===== src/rtl/sop_controller.sv =====
// Sum-of-products controller: loads DEPTH operand pairs, then accumulates their
// products through an external shared combinational multiplier, one per cycle.
module sop_controller #(
  parameter int WIDTH = 4,
  parameter int DEPTH = 4,
  parameter int ACC_W = 2*WIDTH + $clog2(DEPTH)
) (
  input  logic               clk,
  input  logic               rst,
  input  logic               start,
  input  logic [WIDTH-1:0]   a_in,
  input  logic [WIDTH-1:0]   b_in,
  input  logic               in_valid,
  output logic               in_ready,
  output logic [WIDTH-1:0]   mult_a,
  output logic [WIDTH-1:0]   mult_b,
  input  logic [2*WIDTH-1:0] mult_p,
  output logic [ACC_W-1:0]   sum,
  output logic               sum_valid,
  input  logic               sum_ready,
  output logic               busy
);

  localparam int CNT_W = $clog2(DEPTH);

  typedef enum logic [1:0] {IDLE, LOAD, MAC, DONE} state_t;

  state_t                      r_state, w_next;
  logic [CNT_W-1:0]            r_cnt;
  logic [DEPTH-1:0][WIDTH-1:0] r_a, r_b;
  logic [ACC_W-1:0]            r_acc;
  logic                        w_last;
  logic                        w_xfer;

  assign w_last = (r_cnt == CNT_W'(DEPTH-1));
  assign w_xfer = (r_state == LOAD) && in_valid;

  always_ff @(posedge clk) begin
    if (rst) r_state <= IDLE;
    else     r_state <= w_next;
  end

  always_comb begin
    w_next = r_state;
    case (r_state)
      IDLE: if (start)           w_next = LOAD;
      LOAD: if (w_xfer && w_last) w_next = MAC;
      MAC:  if (w_last)          w_next = DONE;
      DONE: if (sum_ready)       w_next = IDLE;
      default:                   w_next = IDLE;
    endcase
  end

  // The accumulator doubles as the result register, so sum stays put through
  // DONE and IDLE and only clears when the next job enters MAC.
  always_ff @(posedge clk) begin
    if (rst) begin
      r_cnt <= '0;
      r_acc <= '0;
    end else begin
      case (r_state)
        IDLE: if (start) r_cnt <= '0;
        LOAD: if (in_valid) begin
          r_a[r_cnt] <= a_in;
          r_b[r_cnt] <= b_in;
          if (w_last) begin
            r_cnt <= '0;
            r_acc <= '0;
          end else begin
            r_cnt <= r_cnt + CNT_W'(1);
          end
        end
        MAC: begin
          r_acc <= r_acc + ACC_W'(mult_p);
          r_cnt <= w_last ? '0 : r_cnt + CNT_W'(1);
        end
        default: ;
      endcase
    end
  end

  assign mult_a    = (r_state == MAC) ? r_a[r_cnt] : '0;
  assign mult_b    = (r_state == MAC) ? r_b[r_cnt] : '0;
  assign sum       = r_acc;
  assign sum_valid = (r_state == DONE);
  assign in_ready  = (r_state == LOAD);
  assign busy      = (r_state != IDLE);

endmodule

===== config.mk =====
export PLATFORM = sky130hd
export DESIGN_NAME = sop_controller
export DESIGN_NICKNAME = d
export VERILOG_FILES = /design/src/rtl/sop_controller.sv
export SDC_FILE = /design/constraint.sdc
export NUM_CORES = 1
export LEC_CHECK = 0
export CORE_ASPECT_RATIO = 0.6
export CORE_MARGIN = 3
export CORE_UTILIZATION = 59
export CTS_BUF_LIST = sky130_fd_sc_hd__clkbuf_8
export DETAILED_ROUTE_END_ITERATION = 16
export DONT_BUFFER_PORTS = 1
export MAX_ROUTING_LAYER = met4
export PLACE_DENSITY = 0.78
export SLEW_MARGIN = 0
export SYNTH_ARGS = -nofsm -noshare
export SYNTH_HDL_FRONTEND = slang
export SYNTH_SLANG_ARGS = --single-unit

===== constraint.sdc =====
create_clock -name clk -period 1.8 [get_ports clk]
set_clock_uncertainty 0.1 [all_clocks]
set_input_delay 0 -clock clk [delete_from_list [all_inputs] [get_ports clk]]
set_output_delay 0 -clock clk [all_outputs]
set_load 0.02 [all_outputs]

# After elaboration in Yosys (flattened, before gate mapping)
# Index checks and enable logic that the tools add are counted.
[classes]
order_cmp = 2
muxes = 22
bitwise_logic = 1
reduce_logical = 11
n_eq_ne = 10
n_addsub = 2
[op_table]
columns = ["op", "count"]
rows = [
  ["16-bit bitwise mux", 2],
  ["10-bit two-way mux", 2],
  ["4-bit two-way mux", 5],
  ["10-bit case mux with 2 select lines", 1],
  ["4-bit binary-select mux with 2-bit select", 2],
  ["2-bit two-way mux", 7],
  ["10-bit by 8-bit adder with 10-bit output", 1],
  ["3-bit AND reduction", 3],
  ["4-bit demux with 2-bit select", 1],
  ["2-bit case mux with 4 select lines", 1],
  ["2-bit == test (second input constant)", 3],
  ["2-bit by 1-bit inequality test with 1-bit output (second input constant)", 3],
  ["2-bit inequality test (second input constant)", 3],
  ["2-bit case mux with 3 select lines", 1],
  ["4-bit AND reduction", 1],
  ["2-bit nonzero test", 2],
  ["1-bit logical AND", 3],
  ["2-bit by 3-bit < comparator with 1-bit output (second input constant)", 1],
  ["3-bit nonzero test", 1],
  ["2-bit by 1-bit adder with 2-bit output (second input constant)", 1],
  ["2-bit by 1-bit == test with 1-bit output (second input constant)", 1],
  ["2-bit by 1-bit >= comparator with 1-bit output (second input constant)", 1],
  ["2-bit zero test", 1],
  ["1-bit inverter", 1],
]
[totals]
ff_bits = 46
inputBits = 21
wordCells = 59
out_inout_bits = 21

# Logic depth before layout (Yosys ltp)
# Gate-level depths: netlist (run 1).
[logic_depth]
word_depth = 5
ltp_mapped = 8
mapped_depth_nobuf = 8

# Worst setup path before layout (run 1)
# OpenSTA, ideal clock, no wires.
[synth_timing]
path_kind = "flip-flop to flip-flop"
start = "reg r_state[1]"
end = "reg r_acc[9] (netlist: sum[9])"
n_path_buf = 1
synth_period_minus_slack_ps = 2024
setup_ps = 123
required_ps = 1577
setup_slack_ps = -224
arrival_time_ps = 1800
path_stages_with_launch = 9
cell_sequence = "dfxtp_1 -> inv_1 -> ha_1 -> nand2b_1 -> and2_1 -> buf_4 -> nand2b_1 -> a21oi_1 -> mux2_1"
[synth_via]
elab_chain_cells = 3
elab_cells_between_ends = 7
classes_between = "eq/ne (4); mux (1); reduce/logical (2)"
[synth_lines]
columns = ["item", "line", "rtl"]
rows = [
  ["from (decl)", "28", "state_t r_state, w_next;"],
  ["from (signal assigned)", "40", "else r_state <= w_next;"],
  ["2-bit by 1-bit == test with 1-bit output (*)", "--", ""],
  ["via in_ready", "14", "output logic in_ready,"],
  ["2-bit by 1-bit inequality test with 1-bit output (no source line), or another cell as far along", "--", ""],
  ["3-bit AND reduction (no source line)", "--", ""],
  ["to (signal assigned)", "74", "r_acc <= r_acc + ACC_W'(mult_p);"],
  ["to (decl)", "31", "logic [ACC_W-1:0] r_acc;"],
]
# The timed path passes the listed nets; every way through them passes the cells marked *.
# A chain may end at the register's enable or synchronous reset.

# Worst setup path in the final report (run 1)
[layout_timing]
start = "reg r_acc[0] (netlist: sum[0])"
end = "reg r_acc[6] (netlist: sum[6])"
[layout_via]
elab_chain_cells = 2
[layout_lines]
columns = ["item", "line", "rtl"]
rows = [
  ["10-bit by 8-bit adder with 10-bit output", "74", ""],
  ["10-bit case mux with 2 select lines", "61", "case (r_state)"],
]
# No other way between the ends.

==> results of run 1 <==
cell type report:
cell class,instances,share of cell area
Tap cell,45,0.0192
Timing Repair Buffer,43,0.132
Inverter,16,0.0204
Sequential cell,46,0.426
Multi-Input combinational cell,119,0.374
Clock inverter,3,0.00511
Clock buffer,5,0.0234
routing by layer:
layer	share of wire	vias up	wire (µm)	GRT usage
li1	-	781	-	-
met2	0.45	56	2440	0.379
met1	0.47	816	2560	0.341
met4	0.0031	0	17	0.0440
met5	0	-	0	-
met3	0.073	4	393	0.0857
synth_stat cells, types with 3 or more instances:
library cell | instances | area [µm²]
o21ai_0 | 3 | 15.0
inv_1 | 16 | 60.1
edfxtp_1 | 32 | 961
nand2_1 | 3 | 11.3
mux4_2 | 8 | 180
and2_1 | 13 | 81.3
dfxtp_1 | 14 | 280
a21oi_1 | 9 | 45.0
nand3_1 | 3 | 15.0
clkbuf_1 | 3 | 11.3
nand2b_1 | 3 | 18.8
nor2_1 | 19 | 71.3
ha_1 | 17 | 213
worst max-delay path, stage by stage, from the launching register on:
cell and delay (ns):
dfxtp_4 0.35, ha_4 0.16, inv_2 0.05, fa_2 0.22, nor2b_4 0.05, o31a_1 0.25, o21a_1 0.18, or3_1 0.32
a31o_1 0.18
sequential cells by signal (all words and copies together) (netlist names):
name     count
r_b         16
r_state      2
r_cnt        2
sum         10
r_a         16
per-stage QoR:
stage	power [mW]	util	hold WS, ns	cell area, µm²
6_report	3.19	0.839	-0.345	2940
3_5_place_dp	2.45	0.753	-0.0299	2640
5_1_grt	3.36	0.839	-0.351	2940
4_1_cts	3.11	0.822	-0.343	2880
2_1_floorplan	2.09	-	-0.00113	2340
3_3_place_gp	2.40	0.753	-0.0349	2640
cell families (layout without fill, tap and decap cells):
logic type,after synthesis,after routing,synth area share
simple gates,56,56,0.131
flops,46,46,0.535
compound gates,31,31,0.0944
buf+inv,21,67,0.0362
fa+ha+maj,18,18,0.100
mux,11,11,0.0912
xor+xnor,3,3,0.0113
what timing repair did:
action | CTS | global route
resized for setup | 13 | 10
setup buffers | 1 | 4
pin swaps | 8 | 8
endpoints found under the setup margin | 5 | 10
endpoints found under the hold margin | 45 | 13
worst min-delay path by stage:
stage / startpoint / endpoint / slack (ns) / cells after the start
floorplan: a_in[0] / r_a[0] / -0.001 / 0
global placement: rst / sum[0] / -0.03 / 1
detailed placement: rst / sum[0] / -0.03 / 1
CTS: rst / sum[1] / -0.34 / 1
global route: rst / r_cnt[0] / -0.35 / 1
finish: rst / r_cnt[0] / -0.35 / 1
where the power goes:
part           switching [mW]  total (mW)  internal, mW
logic                   0.695        1.30         0.604
clock network           0.351       0.616         0.264
registers              0.0562        1.27          1.22
total                    1.10        3.19          2.09
==> flow_metrics.tcl, run 1 <==
set metrics [dict create \
    status "finished with violations" \
    violations "hold timing, setup timing" \
    fillers 194 \
    cap_violations 0 \
    reg2reg_from "sum[0]" \
    post-route-min-period_ns 1.96 \
    cts_sinks 46 \
    ir_drop_mv 0.764 \
    relSlewSlack 0.713 \
    antenna_found_initial 0 \
    ys_seq_area_frac 0.535 \
    tritoncts "yes" \
    ff2ff_setup_slack_ns -0.16 \
    grt_pass1_wl_mm 8.36 \
    post-place-ws_ns -0.168 \
    cts_buffers 5 \
    clockRootBuffer "clkbuf_8" \
    final_cells 277 \
    multi_input_area_um2 1100 \
    post-route-period-util 1.09 \
    area_growth_pct 26.7 \
    critPathCapture "sum[6]" \
    start_util 0.662 \
    grt_max_degree 16 \
    seq_area_um2 1250 \
    die_w_um 86.9 \
    r2r_cells 8 \
    ctsHoldBuffers 9 \
    finalSetupViolations 4 \
    syn_nets 225 \
    final_common_cell "edfxtp_1" \
    wl_mm 5.41 \
    timing.rr.end "sum[6]" \
    clockBufferDepth 2 \
    viasPerCell 5.98 \
    synth_cells 186 \
    synthFlopType "edfxtp_1" \
    drc 0 \
    ys_warn_count 0 \
    crit_path_end_kind "flip-flop" \
    clock.fmax_mhz 511 \
    hold_path_class "in2reg" \
    tns_ns -0.386 \
    ctsHtreeMaxLevel 2 \
    worstSetupPathType "reg2reg" \
    leakagePower_nw 1.14 \
    max_slew.worst_pin.slew_ns 0.431 \
    overflow 0 \
    power_density_nw_per_um2 1090 \
    num_rows 16 \
    synth_area_per_cell_um2 12.5 \
    netlist_area_um2 2320 \
    gp_congestion 0.896 \
    core_area_um2 3500 \
    dpl.cell_count 256 \
    dieArea_um2 4740 \
    n_antenna_cell 0 \
    ys_ff_latch 46 \
    io_buffers 0 \
    grt_setup_unrepaired "true" \
    setup_ws_ns -0.157 \
    grt_pass1_vias 1623 \
    yosysUniqueCellTypes 45 \
    drtAntennaViolNets 0 \
    synth_edf_count 32 \
    clk_pin_slew_ns 0.09 \
    critPathLaunch "sum[0]" \
    grt_use_total 0.252 \
    nets 270 \
    required_ns 1.90 \
    die_h_um 54.6 \
    wl_per_cell_um 19.5 \
    clk_latency_ns 0.30 \
    num_vias 1657 \
    hold_ws_ns -0.345 \
    drive_above_1_share 0.315 \
    synthArstFlopShare 0 \
    cp_max_fo 2 \
    dp_hpwl_mm 3.79 \
    final_cell_mix "edfxtp_1, buf_4, nor2_1" \
    setup.worst_path.start_class "flip-flop" \
    hold_violations 13 \
    critical_path_arrival_ns 2.06 \
    ios 42 \
    first_pass_iters 4 \
    drtIter0Drc 93 \
    slew_viol_final 0 \
]
(Power assumes the default switching activity.)
==> inputs of run 2 (changes only) <==
--- a/config.mk
+++ b/config.mk
@@ -7,13 +7,13 @@
 export LEC_CHECK = 0
 export CORE_ASPECT_RATIO = 0.6
 export CORE_MARGIN = 3
-export CORE_UTILIZATION = 59
+export CORE_UTILIZATION = 45
 export CTS_BUF_LIST = sky130_fd_sc_hd__clkbuf_8
 export DETAILED_ROUTE_END_ITERATION = 16
 export DONT_BUFFER_PORTS = 1
 export MAX_ROUTING_LAYER = met4
-export PLACE_DENSITY = 0.78
 export SLEW_MARGIN = 0
 export SYNTH_ARGS = -nofsm -noshare
 export SYNTH_HDL_FRONTEND = slang
 export SYNTH_SLANG_ARGS = --single-unit
+export TNS_END_PERCENT = 10
==> constraint.sdc (replaced) <==
create_clock -name clk -period 2.1 [get_ports clk]
set_clock_uncertainty 0.1 [all_clocks]
set_input_delay 0 -clock clk [delete_from_list [all_inputs] [get_ports clk]]
set_output_delay 0 -clock clk [all_outputs]
set_load 0.02 [all_outputs]
==> flow_metrics.tcl, run 2 (same netlist as run 1, synthesis figures left out) <==
set metrics [dict create \
    hold_violations 0 \
    cp_slowest_stage_delay_ns 0.32 \
    critPathSlowestCell "dfxtp_1" \
    grt_setup_unrepaired "false" \
    pwr-share-comb 0.334 \
    tritoncts "yes" \
    relSlewSlack 0.576 \
    dp_hpwl_mm 3.73 \
    max_slew.worst_pin.slew_ns 0.633 \
    hp-start "in_valid" \
    power_mw 2.79 \
    finalSetupViolations 0 \
    clockBufferDepth 2 \
    num_rows 19 \
    hold_path_class "in2reg" \
    num_vias 1498 \
    n_antenna_cell 0 \
    worstSetupPathType "reg2reg" \
    p_clk_frac 0.275 \
    dpl.cell_count 256 \
    die_h_um 61.6 \
    nets 250 \
    post-route-min-period_ns 2.00 \
    timing.rr.end "sum[6]" \
    viasPerCell 5.45 \
    drc 0 \
    grt_pass1_vias 1559 \
    cp_max_fo 3 \
    clock.fmax_mhz 499 \
    cts_sinks 46 \
    slew_viol_final 0 \
    final_common_cell "edfxtp_1" \
    clk_latency_ns 0.30 \
    grt_use_total 0.183 \
    power.switching_uw 883 \
    io_buffers 0 \
    reg2reg_from "sum[0]" \
    drtIter0Drc 141 \
    cap_violations 0 \
    gp_congestion 0.808 \
    seqPwrFrac 0.391 \
    swShare 0.316 \
    critical_path_arrival_ns 2.10 \
    wl_per_cell_um 18.2 \
    die_w_um 98.7 \
    leakagePower_nw 1.04 \
    final_cell_mix "edfxtp_1, nor2_1, ha_1" \
    wl_mm 5.00 \
    grt_pass1_wl_mm 7.92 \
    final_cells 275 \
    hold_ws_ns 0.0366 \
    first_pass_iters 5 \
    core_area_um2 4750 \
    power_density_nw_per_um2 1030 \
    critPathLaunch "sum[0]" \
    ctsHtreeMaxLevel 2 \
    clk_pin_slew_ns 0.08 \
    status "finished, final reports clean" \
    ff2ff_setup_slack_ns 0.1 \
    drive_above_1_share 0.160 \
    cts_buffers 5 \
    crit_path_end_kind "flip-flop" \
    start_util 0.488 \
    fillers 410 \
    p_int_mw 1.91 \
    overflow 0 \
    required_ns 2.20 \
    drtAntennaViolNets 0 \
    grt_max_degree 16 \
    ir_drop_mv 0.381 \
    r2r_cells 8 \
    dieArea_um2 6080 \
    setup.worst_path.start_class "flip-flop" \
    worstPathCellList "ha_2, inv_2, fa_2, nor2b_4, o31a_1, o21a_1, or3_1, a31o_1" \
    antenna_found_initial 0 \
    clockRootBuffer "clkbuf_8" \
    ios 42 \
    area_growth_pct 17.0 \
    critPathCapture "sum[6]" \
    tns_ns 0 \
    post-route-period-util 0.954 \
]
==> run 2: how the worst min path moves through the flow <==
| stage | endpoint | slack (ns) | cells past startpoint |
|---|---|---|---|
| global route | sum[8] | 0.09 | 5 |
| global placement | sum[1] | -0.03 | 1 |
| floorplan | r_a[0] | -0.001 | 0 |
| CTS | sum[8] | 0.02 | 5 |
| finish | sum[8] | 0.04 | 5 |
| detailed placement | sum[4] | -0.02 | 1 |
==> run 2: what timing repair did <==
| action | CTS | global route |
|---|---|---|
| hold endpoints to repair | 45 | 0 |
| hold buffers | 11 | 0 |
| endpoints found under the setup margin | 0 | 2 |
| resized for setup | 0 | 4 |
| buffers inserted | 0 | 0 |
==> run 2: critical path, delay by kind of cell (launching register included) <==
kind	cells	cell delay, ns
adders and majority gates	2	0.41
and+or+nand+nor	2	0.36
buffers and inverters	1	0.06
AOI/OAI and AO/OA	3	0.65
DFF	1	0.32
==> run 2: metrics by stage <==
stage / setup WS [ns] / utilization / cell area [µm²]
2_1_floorplan: 0.0763 / - / 2320
3_3_place_gp: 0.128 / 0.518 / 2460
3_5_place_dp: 0.0800 / 0.518 / 2460
4_1_cts: 0.0499 / 0.569 / 2710
5_1_grt: 0.0224 / 0.571 / 2710
6_report: 0.0973 / 0.571 / 2710
==> run 2: cell type report <==
| class | count | area, µm² | share of cell area |
|---|---|---|---|
| Clock inverter | 3 | 63.8 | 0.0235 |
| Sequential cell | 46 | 1240 | 0.458 |
| Timing Repair Buffer | 23 | 200 | 0.0738 |
| Inverter | 16 | 60.1 | 0.0221 |
| Clock buffer | 5 | 68.8 | 0.0254 |
| Tap cell | 63 | 78.8 | 0.0291 |
| Multi-Input combinational cell | 119 | 998 | 0.368 |
==> run 2: power groups by stage <==
stage                     clock, mW  sequential, mW  combinational [mW]
after floorplan                   0            1.13               0.653
after global placement            0            1.10               0.872
after detailed placement          0            1.11               0.903
after CTS                     0.784            1.09               0.936
after global routing          0.826            1.10                1.03
final                         0.767            1.09               0.932
==> run 2: routing by layer <==
layer  vias to the layer above  global-route usage  share of wire
met5                         -                   -              0
met4                         0              0.0603         0.0082
met2                        32               0.270           0.43
met1                       729               0.237           0.50
met3                         5              0.0667          0.065
li1                        732                   -              -
==> inputs of run 3 (changes only) <==
--- a/config.mk
+++ b/config.mk
@@ -5,7 +5,7 @@
 export SDC_FILE = /design/constraint.sdc
 export NUM_CORES = 1
 export LEC_CHECK = 0
-export CORE_ASPECT_RATIO = 0.6
+export CAP_MARGIN = 10
 export CORE_MARGIN = 3
 export CORE_UTILIZATION = 45
 export CTS_BUF_LIST = sky130_fd_sc_hd__clkbuf_8
==> flow_metrics.tcl, run 3 (same netlist as run 1, synthesis figures left out) <==
set metrics [dict create \
    hp-start "mult_p[0]" \
    hold_path_end "sum[0]" \
    area_growth_pct 15.1 \
    cp_max_fo 3 \
    nets 249 \
    gp_congestion 0.771 \
    cap_violations 0 \
    clock.fmax_mhz 497 \
    final_common_cell "edfxtp_1" \
    r2r_cells 8 \
    final_cell_area_um2 2670 \
    wl_mm 4.46 \
    num_vias 1525 \
    cts_buffers 5 \
    grt_max_degree 16 \
    hold_path_class "in2reg" \
    hold_depth 5 \
    die_w_um 77.8 \
    dp_hpwl_mm 3.20 \
    ctsHtreeMaxLevel 2 \
    required_ns 2.19 \
    clk_latency_ns 0.29 \
    drtIter0Drc 84 \
    status "finished, final reports clean" \
    drive_above_1_share 0.142 \
    finalSetupViolations 0 \
    tritoncts "yes" \
    start_util 0.478 \
    cts_sinks 46 \
    timing.rr.end "sum[6]" \
    wl_per_cell_um 16.1 \
    antenna_found_initial 0 \
    overflow 0 \
    post-route-period-util 0.958 \
    grt_pass1_wl_mm 7.40 \
    grt_use_total 0.160 \
    clk_pin_slew_ns 0.08 \
    clockBufferDepth 2 \
    n_antenna_cell 0 \
    drtAntennaViolNets 0 \
    ff2ff_setup_slack_ns 0.09 \
    num_rows 25 \
    setup.worst_path.start_class "flip-flop" \
    core_area_um2 4850 \
    ir_drop_mv 0.476 \
    post-route-min-period_ns 2.01 \
    power_density_nw_per_um2 941 \
    grt_setup_unrepaired "false" \
    critical_path_arrival_ns 2.10 \
    leakagePower_nw 1.01 \
    final_cells 278 \
    hold_violations 0 \
    post-place-ws_ns 0.106 \
    io_buffers 0 \
    hold_ws_ns 0.0146 \
    clockRootBuffer "clkbuf_8" \
    max_slew.worst_pin.slew_ns 0.559 \
    place_area_um2 2450 \
    final_cell_mix "edfxtp_1, nor2_1, inv_1" \
    grt_pass1_vias 1503 \
    drc 0 \
    viasPerCell 5.49 \
    worstSetupPathType "reg2reg" \
    fillers 411 \
    post_cts.repair.setup_buffers 0 \
    slew_viol_final 0 \
    dpl.cell_count 258 \
    dieArea_um2 6050 \
    relSlewSlack 0.626 \
    die_h_um 77.8 \
    tns_ns 0 \
    ios 42 \
    setup_ws_ns 0.0892 \
    reg2reg_from "sum[0]" \
    crit_path_end_kind "flip-flop" \
    first_pass_iters 4 \
]
==> run 3: area by class of cell <==
class                      instances  area [µm²]  share of cell area
clock buffer                       5        68.8              0.0258
inverter                          16        60.1              0.0225
sequential                        46        1240               0.465
timing repair buffer              22         195              0.0731
multi-input combinational        119        1000               0.376
clock inverter                     3        17.5             0.00656
tap                               67        83.8              0.0314
==> run 3: critical path, cell delays in order, from the launching register on <==
cell     delay [ns]
dfxtp_1        0.32
ha_1           0.19
inv_1          0.07
fa_1           0.22
nor2b_4        0.06
o31a_1         0.28
o21a_1         0.19
or3_1          0.30
a31o_1         0.18
==> run 3: power by group <==
group	total [mW]	internal, mW	leakage [nW]	switching [mW]
Combinational	0.902	0.388	0.563	0.514
Clock	0.517	0.230	0.0493	0.287
Sequential	1.09	1.04	0.402	0.0549
Total	2.51	1.66	1.01	0.855
==> run 3: stage by stage <==
step                 util  power [mW]
global route        0.550        2.68
detailed placement  0.506        1.98
global placement    0.506        1.95
floorplan               -        1.78
CTS                 0.545        2.52
finish              0.550        2.51
==> run 3: worst max path at each step <==
stage,start,endpoint,slack (ns)
after floorplan,r_state[1],sum[9],0.08
after detailed placement,sum[0],sum[6],0.11
after CTS,sum[0],sum[6],0.09
final,sum[0],sum[6],0.09
after global routing,sum[0],sum[6],0.01
after global placement,sum[0],sum[6],0.16
==> run 3: timing repair <==
item / 4_1_cts / 5_1_grt
endpoints found under the hold margin: 45 / 1
resized for setup: 0 / 2
endpoints found under the setup margin: 0 / 2
hold buffers: 10 / 2
==> run 3: routing by layer <==
metal  share of wire  track usage  vias to the layer above
met5               0            -                        -
met4           0.013       0.0480                        0
met1            0.46        0.208                      746
met2            0.47        0.244                       41
li1                -            -                      732
met3           0.054       0.0441                        6
